[src/rtl/sixteen_bit_down_timer.sv]
// Programmable down-counting timer with prescaler, one-shot/periodic reload and sticky irq.
// Define TIMER_CAPTURE_EN to add the capture input and capture_out register.
module sixteen_bit_down_timer #(
  parameter int WIDTH          = 16,
  parameter int PRESCALE_WIDTH = 8
) (
  input  logic                      clk,
  input  logic                      reset,
  input  logic                      enable,
  input  logic                      load,
  input  logic [WIDTH-1:0]          load_in,
  input  logic [PRESCALE_WIDTH-1:0] prescale_in,
  input  logic                      mode,
  input  logic                      irq_ack,
  output logic [WIDTH-1:0]          count_out,
  output logic                      irq,
  output logic                      irq_ovf,
  output logic                      running,
  output logic                      zero
`ifdef TIMER_CAPTURE_EN
  ,
  input  logic                      capture,
  output logic [WIDTH-1:0]          capture_out
`endif
);

  typedef enum logic [1:0] {IDLE = 2'd0, RUN = 2'd1, EXPIRED = 2'd2} state_e;

  state_e                    state_q, state_d;
  logic [WIDTH-1:0]          count_q, count_d;
  logic [WIDTH-1:0]          reload_q, reload_d;
  logic [PRESCALE_WIDTH-1:0] prescale_q, prescale_d;
  logic [PRESCALE_WIDTH-1:0] presc_cnt_q, presc_cnt_d;
  logic                      mode_q, mode_d;
  logic                      irq_q, irq_d;
  logic                      irq_ovf_q, irq_ovf_d;
  logic                      count_en, tick, expire;

  // Load overrides counting, so an expiry coinciding with load is dropped.
  assign count_en = (state_q == RUN) && enable && !load;
  assign tick     = count_en && (presc_cnt_q == '0);
  assign expire   = tick && (count_q == '0);

  always_ff @(posedge clk or negedge reset) begin
    if (!reset) state_q <= IDLE;
    else        state_q <= state_d;
  end

  always_comb begin
    state_d = state_q;
    if (load) begin
      state_d = IDLE;
    end else begin
      case (state_q)
        IDLE:    if (enable) state_d = RUN;
        RUN:     if (!enable) state_d = IDLE;
                 else if (expire && !mode_q) state_d = EXPIRED;
        EXPIRED: state_d = EXPIRED;
        default: state_d = IDLE;
      endcase
    end
  end

  always_comb begin
    running = (state_q == RUN);
    zero    = (count_q == '0);
  end

  always_comb begin
    count_d     = count_q;
    reload_d    = reload_q;
    prescale_d  = prescale_q;
    presc_cnt_d = presc_cnt_q;
    mode_d      = mode_q;
    if (load) begin
      count_d     = load_in;
      reload_d    = load_in;
      prescale_d  = prescale_in;
      presc_cnt_d = prescale_in;
      mode_d      = mode;
    end else if (count_en) begin
      if (tick) begin
        presc_cnt_d = prescale_q;
        if (count_q != '0) count_d = count_q - WIDTH'(1);
        else if (mode_q)   count_d = reload_q;
      end else begin
        presc_cnt_d = presc_cnt_q - PRESCALE_WIDTH'(1);
      end
    end
  end

  // Set beats ack; an overrun needs irq still pending and not being acked.
  always_comb begin
    irq_d     = irq_ack ? 1'b0 : irq_q;
    irq_ovf_d = irq_ack ? 1'b0 : irq_ovf_q;
    if (expire) begin
      irq_d = 1'b1;
      if (irq_q && !irq_ack) irq_ovf_d = 1'b1;
    end
  end

  always_ff @(posedge clk or negedge reset) begin
    if (!reset) begin
      count_q     <= '0;
      reload_q    <= '0;
      prescale_q  <= '0;
      presc_cnt_q <= '0;
      mode_q      <= 1'b0;
      irq_q       <= 1'b0;
      irq_ovf_q   <= 1'b0;
    end else begin
      count_q     <= count_d;
      reload_q    <= reload_d;
      prescale_q  <= prescale_d;
      presc_cnt_q <= presc_cnt_d;
      mode_q      <= mode_d;
      irq_q       <= irq_d;
      irq_ovf_q   <= irq_ovf_d;
    end
  end

  assign count_out = count_q;
  assign irq       = irq_q;
  assign irq_ovf   = irq_ovf_q;

`ifdef TIMER_CAPTURE_EN
  logic [WIDTH-1:0] capture_q, capture_d;

  // Samples the registered count, so a capture alongside load sees the old value.
  always_comb begin
    capture_d = capture ? count_q : capture_q;
  end

  always_ff @(posedge clk or negedge reset) begin
    if (!reset) capture_q <= '0;
    else        capture_q <= capture_d;
  end

  assign capture_out = capture_q;
`endif

endmodule
[config.mk]
export PLATFORM = sky130hd
export DESIGN_NAME = sixteen_bit_down_timer
export DESIGN_NICKNAME = d
export VERILOG_FILES = /design/src/rtl/sixteen_bit_down_timer.sv
export SDC_FILE = /design/constraint.sdc
export NUM_CORES = 1
export LEC_CHECK = 0
export ABC_AREA = 0
export BUFFER_PORTS_ARGS = -buffer_cell sky130_fd_sc_hd__buf_2
export CELL_PAD_IN_SITES_DETAIL_PLACEMENT = 1
export CELL_PAD_IN_SITES_GLOBAL_PLACEMENT = 1
export CORE_UTILIZATION = 42
export DETAILED_ROUTE_END_ITERATION = 10
export GPL_ROUTABILITY_DRIVEN = 1
export PLACE_DENSITY = 0.89
export SLEW_MARGIN = 20
export SYNTH_ARGS = -nofsm -noshare
export SYNTH_HDL_FRONTEND = slang
export SYNTH_SLANG_ARGS = --single-unit
export TNS_END_PERCENT = 50
[constraint.sdc]
create_clock -name clk -period 3.65 [get_ports clk]
set_input_delay 0.73 -clock clk [delete_from_list [all_inputs] [get_ports clk]]
set_output_delay 0.73 -clock clk [all_outputs]
set_load 0.01 [all_outputs]
Word level (Yosys, flattened, before mapping)
Index checks and enable logic that the tools add are counted.
{"block": "word_totals", "word_cells": 51, "input_bits": 30, "reg_bits": 53}
{"block": "op_classes", "n_eq_ne": 4, "reduce_logical": 19, "addsub": 2, "n_mux": 18}
{"op": "16-bit two-way mux", "n": 5}
{"op": "8-bit two-way mux", "n": 3}
{"op": "16-bit logical NOT", "n": 1}
{"op": "16-bit nonzero test", "n": 1}
{"op": "16-bit by 1-bit subtractor with 16-bit output, second input constant", "n": 1}
{"op": "8-bit logical NOT", "n": 1}
{"op": "2-bit two-way mux", "n": 4}
{"op": "8-bit by 1-bit subtractor with 8-bit output, second input constant", "n": 1}
{"op": "1-bit logical AND", "n": 6}
{"op": "2-bit one-hot mux with 3 select lines", "n": 1}
{"op": "2-bit nonzero test", "n": 3}
{"op": "1-bit two-way mux", "n": 5}
{"op": "4-bit by 3-bit inequality test with 1-bit output, second input constant", "n": 1}
{"op": "1-bit logical NOT", "n": 3}
{"op": "3-bit inequality test, second input constant", "n": 1}
{"op": "3-bit AND reduction", "n": 1}
{"op": "3-bit nonzero test", "n": 1}
{"op": "2-bit by 1-bit == test with 1-bit output, second input constant", "n": 1}
{"op": "2-bit == test, second input constant", "n": 1}
{"op": "2-bit logical NOT", "n": 1}
{"op": "2-bit AND reduction", "n": 1}

Depth between registers and ports, before layout
{"block": "logic_depth", "ltp_word": 10, "depth_mapped": 10}

Least setup slack after synthesis
Ideal clock, no wire load.
{"block": "synth_timing", "kind": "reg-to-output", "startpoint": "register count_q[0] (netlist: count_out[0])", "endpoint": "output port zero", "path_slack_ps": 859, "t_required_ps": 2920, "arrival_ps": 2061, "path_buffers": 2, "path_stages_with_launch": 8, "cell_sequence": "dfrtp_1 > inv_1 > ha_1 > or4b_1 > or4_4 > buf_6 > inv_1 > buf_2"}
{"block": "synth_via", "elab_chain_len": 1}
{"element": "start: declaration", "line": "30", "text": "logic [WIDTH-1:0] count_q, count_d;"}
{"element": "start signal: assignment", "line": "112", "text": "count_q <= count_d;"}
{"element": "16-bit logical NOT", "line": "66", "text": "zero = (count_q == '0);"}
{"element": "end: declaration", "line": "19", "text": "output logic zero"}
No other way between the ends.

Final worst setup path
Same ends and word-level chain as after synthesis.

==> flow_metrics.py <==
metrics = {
    "sta": {
        "max_freq_ghz": 0.308,
        "worst_slew_margin_rel_pct": 43.2,
        "hold-worst-slack_ns": 0.490,
        "final_max_slew_viol_count": 0,
        "rsz0062_at_grt": "no",
        "skew_ns": 0.00487,
        "max_slew.worst_pin.slew_ns": 0.852,
        "hold_viol_final": 0,
        "post-route-period-util_pct": 89.0,
        "timing.final.crit_period_ns": 3.25,
        "setup_violations": 0,
        "fin_setup_tns_ns": 0,
    },
    "placed_design": {
        "place.detailed.hpwl_um": 5490,
        "port_buffers": 49,
        "globalplace.congestion": 0.805,
    },
    "detailed_routing": {
        "post_drt_antenna_nets": 0,
        "remaining_drc_errors": 0,
        "detail_route.wl_per_cell_um": 17.4,
        "detail_route.first_pass.iterations": 4,
        "wl_um": 7570,
        "dr_total_vias": 2521,
        "drt-vias-per-instance": 5.78,
        "drt_first_iter_violations": 178,
    },
    "layout": {
        "syn_to_final_growth_pct": 14.1,
        "mostFrequentLayoutCells": "53 x sky130_fd_sc_hd__dfrtp_1, 49 x sky130_fd_sc_hd__buf_2, 33 x sky130_fd_sc_hd__o21ai_0, 32 x sky130_fd_sc_hd__nand2_1, 24 x sky130_fd_sc_hd__inv_1",
        "mostFrequentLayoutCell": "sky130_fd_sc_hd__dfrtp_1",
        "nNetsFinal": 392,
        "num_antenna_cells": 0,
        "post_route_cells_drive_above_1_share_pct": 21.2,
    },
    "worst_setup_path": {
        "crit_path_category": "register to output port",
        "data_required_time_of_the_worst_path_ns": 2.92,
        "cp_slowest_stage_delay_ns": 0.68,
        "crit_path_start_kind": "register",
        "worst_setup_path_end_kind": "output port",
        "critPathSlowestCell": "sky130_fd_sc_hd__or4_4",
        "worst_path_dominant_cell_family": "simple AND/OR/NAND/NOR gates",
        "timing.critical_path.buf_inv": 3,
        "crit_path_frequent_cell": "sky130_fd_sc_hd__inv_1",
        "cp_arrival_ns": 2.52,
        "timing.critical_path.cells": "inv_1 > ha_1 > or4b_1 > or4_4 > inv_1 > buf_2",
        "worst-path-max-fanout": 19,
    },
    "power_and_ir_drop": {
        "power_switching_w": 0.000387,
        "netSwitchingFraction_pct": 27.7,
        "clkPwrFrac_pct": 33.7,
        "comb_power_share_pct": 16.1,
        "cellLeakagePower_nw": 1.51,
        "p_per_area_nw_per_um2": 423,
        "seq_power_share_pct": 50.2,
        "max-vdd-ir-drop_mv": 0.170,
        "cellInternalPower_w": 0.00101,
    },
    "cts": {
        "cts-hold-fix-buffers": 0,
        "clkSlewWorstSetupHoldPaths_ns": 0.10,
        "ctsRootBufferMaster": "sky130_fd_sc_hd__clkbuf_8",
        "tritoncts": "done",
        "ctsLongestPathBuffers": 2,
        "cts.sinks": 53,
        "post_cts.resized_instances": 0,
        "cts_made_buffers": 5,
        "htree_num_levels": 2,
        "clock_latency_ns": 0.31,
        "post_cts.repair.setup_buffers": 0,
    },
    "synthesis": {
        "mean_instance_size_in_the_synthesized_netlist_um2": 9.13,
        "number_of_cells_produced_by_synthesis": 317,
        "synthDominantCellAreaShare_pct": 45.8,
        "ys.warnings.count": 0,
        "synth_area_um2": 2900,
        "postSynthRegisterBits": 53,
        "synth_largest_area_cell": "sky130_fd_sc_hd__dfrtp_1",
        "synth_fp_nets": 351,
        "ys_async_sr_fraction_pct": 100,
        "synth-edff-count": 0,
        "netlist-cell-type-count": 54,
        "synth.top_cells.by_area": "sky130_fd_sc_hd__dfrtp_1 46%, sky130_fd_sc_hd__o21ai_0 5.7%, sky130_fd_sc_hd__nand2_1 4.1%, sky130_fd_sc_hd__inv_1 3.1%, sky130_fd_sc_hd__mux2_2 3.1%",
        "synth_seq_area_share_pct": 45.8,
        "synthFlopType": "sky130_fd_sc_hd__dfrtp_1",
    },
    "floorplan": {
        "die_height_um": 85.0,
        "core_area_um2": 6490,
        "floorplan.io_pins": 50,
        "die_x_um": 85.0,
        "total_die_area_um2": 7230,
        "initial_core_util_pct": 44.6,
        "row_count": 29,
    },
    "status": {
        "status": "finished clean",
    },
    "global_route": {
        "grt_pass1_vias": 2571,
        "grt_first_pass_wirelength_um": 12900,
        "grt-ovfl-total": 0,
        "grt_usage_pct": 22.4,
        "grt_max_degree": 66,
        "antenna_violations_before_repair": 0,
    },
    "job": {
        "cap_viol_max_count": 0,
    },
    "hold_path": {
        "timing.hold.worst.class": "register to register",
    },
}
-- final cells by class --
cell class / instances / area (um2)
Clock buffer: 5 / 68.8
Clock inverter: 3 / 65.1
Fill cell: 774 / 3190
Inverter: 25 / 93.8
Multi-Input combinational cell: 218 / 1360
Sequential cell: 53 / 1330
Tap cell: 77 / 96.3
Timing Repair Buffer: 55 / 290
-- power groups by stage --
stage	registers (W)	clock network [W]	logic, W
after floorplan	0.000698	0	0.000145
after global placement	0.000706	0	0.000215
after detailed placement	0.000712	0	0.000227
after CTS	0.000701	0.000481	0.000228
after global routing	0.000710	0.000498	0.000255
final	0.000701	0.000471	0.000226
-- cell families (layout without fill, tap and decap cells) --
group | Yosys count | in the layout | share of synthesized area (%)
AOI/OAI and AO/OA | 83 | 83 | 18.5
muxes | 15 | 15 | 5.53
and+or+nand+nor | 108 | 108 | 18.9
xor gates and xnor gates | 8 | 8 | 2.42
DFF | 53 | 53 | 45.8
buffers and inverters | 46 | 88 | 7.09
adders and majority gates | 4 | 4 | 1.73
-- worst reg2reg max path, cell delays in order, from the launching register on --
cell	delay (ns)
sky130_fd_sc_hd__dfrtp_1	0.45
sky130_fd_sc_hd__inv_1	0.12
sky130_fd_sc_hd__ha_1	0.20
sky130_fd_sc_hd__or4b_1	0.49
sky130_fd_sc_hd__or4_4	0.68
sky130_fd_sc_hd__o21a_1	0.37
sky130_fd_sc_hd__or3_1	0.36
sky130_fd_sc_hd__o211a_1	0.13
-- cells in the mapped netlist, drive strengths merged, types with 2 or more instances --
master	number
mux2i	7
a31oi	5
a211o	2
or4	5
clkbuf	12
a211oi	3
nor2	22
dfrtp	53
nand2	32
o211ai	10
o22ai	2
xor2	3
inv	24
ha	4
a21oi	8
xnor2	5
o31ai	3
o21a	2
nor3b	3
nand2b	3
o21ai	33
nor4	7
or3	4
or2	2
o221ai	2
mux2	8
and3	4
nand3	12
buf	9
nor3	7
-- routing by layer --
metal  track usage, %  vias up  wire length, um
met3             2.92        7              235
met2             36.0       48             3570
met1             32.3     1259             3680
met5                0        -                0
li1                 -     1207                -
met4             5.24        0               79
-- path summary, 6_finish.rpt --
kind / depth (start not counted) / startpoint / slack (ns) / end
worst min register to register: 2 / reload_q[7] / 0.49 / reload_q[7]
worst max register to register: 7 / count_out[0] / 0.75 / count_out[13]
max in group asynchronous: 2 / reset / 2.37 / count_out[10]
worst min-delay path: 2 / reload_q[7] / 0.49 / reload_q[7]
worst max-delay path: 6 / count_out[0] / 0.40 / zero
min in group asynchronous: 1 / reset / 0.52 / reload_q[8]
-- flip-flops by register name, summed over array words and instances, names as in the netlist --
name / count
irq_ovf: 1
prescale_q: 8
count_out: 16
reload_q: 16
irq: 1
state_q: 2
presc_cnt_q: 8
mode_q: 1
-- per-stage QoR --
stage,util [%],area [um2],setup WS [ns],std cells,total power (W)
2_1_floorplan,-,2900,0.859,317,0.000842
3_3_place_gp,48.8,3170,0.853,428,0.000921
3_5_place_dp,48.8,3170,0.785,428,0.000938
4_1_cts,50.9,3300,0.408,436,0.00141
5_1_grt,50.9,3300,0.319,436,0.00146
6_report,50.9,3300,0.403,436,0.00140
(Power assumes the default switching activity.)
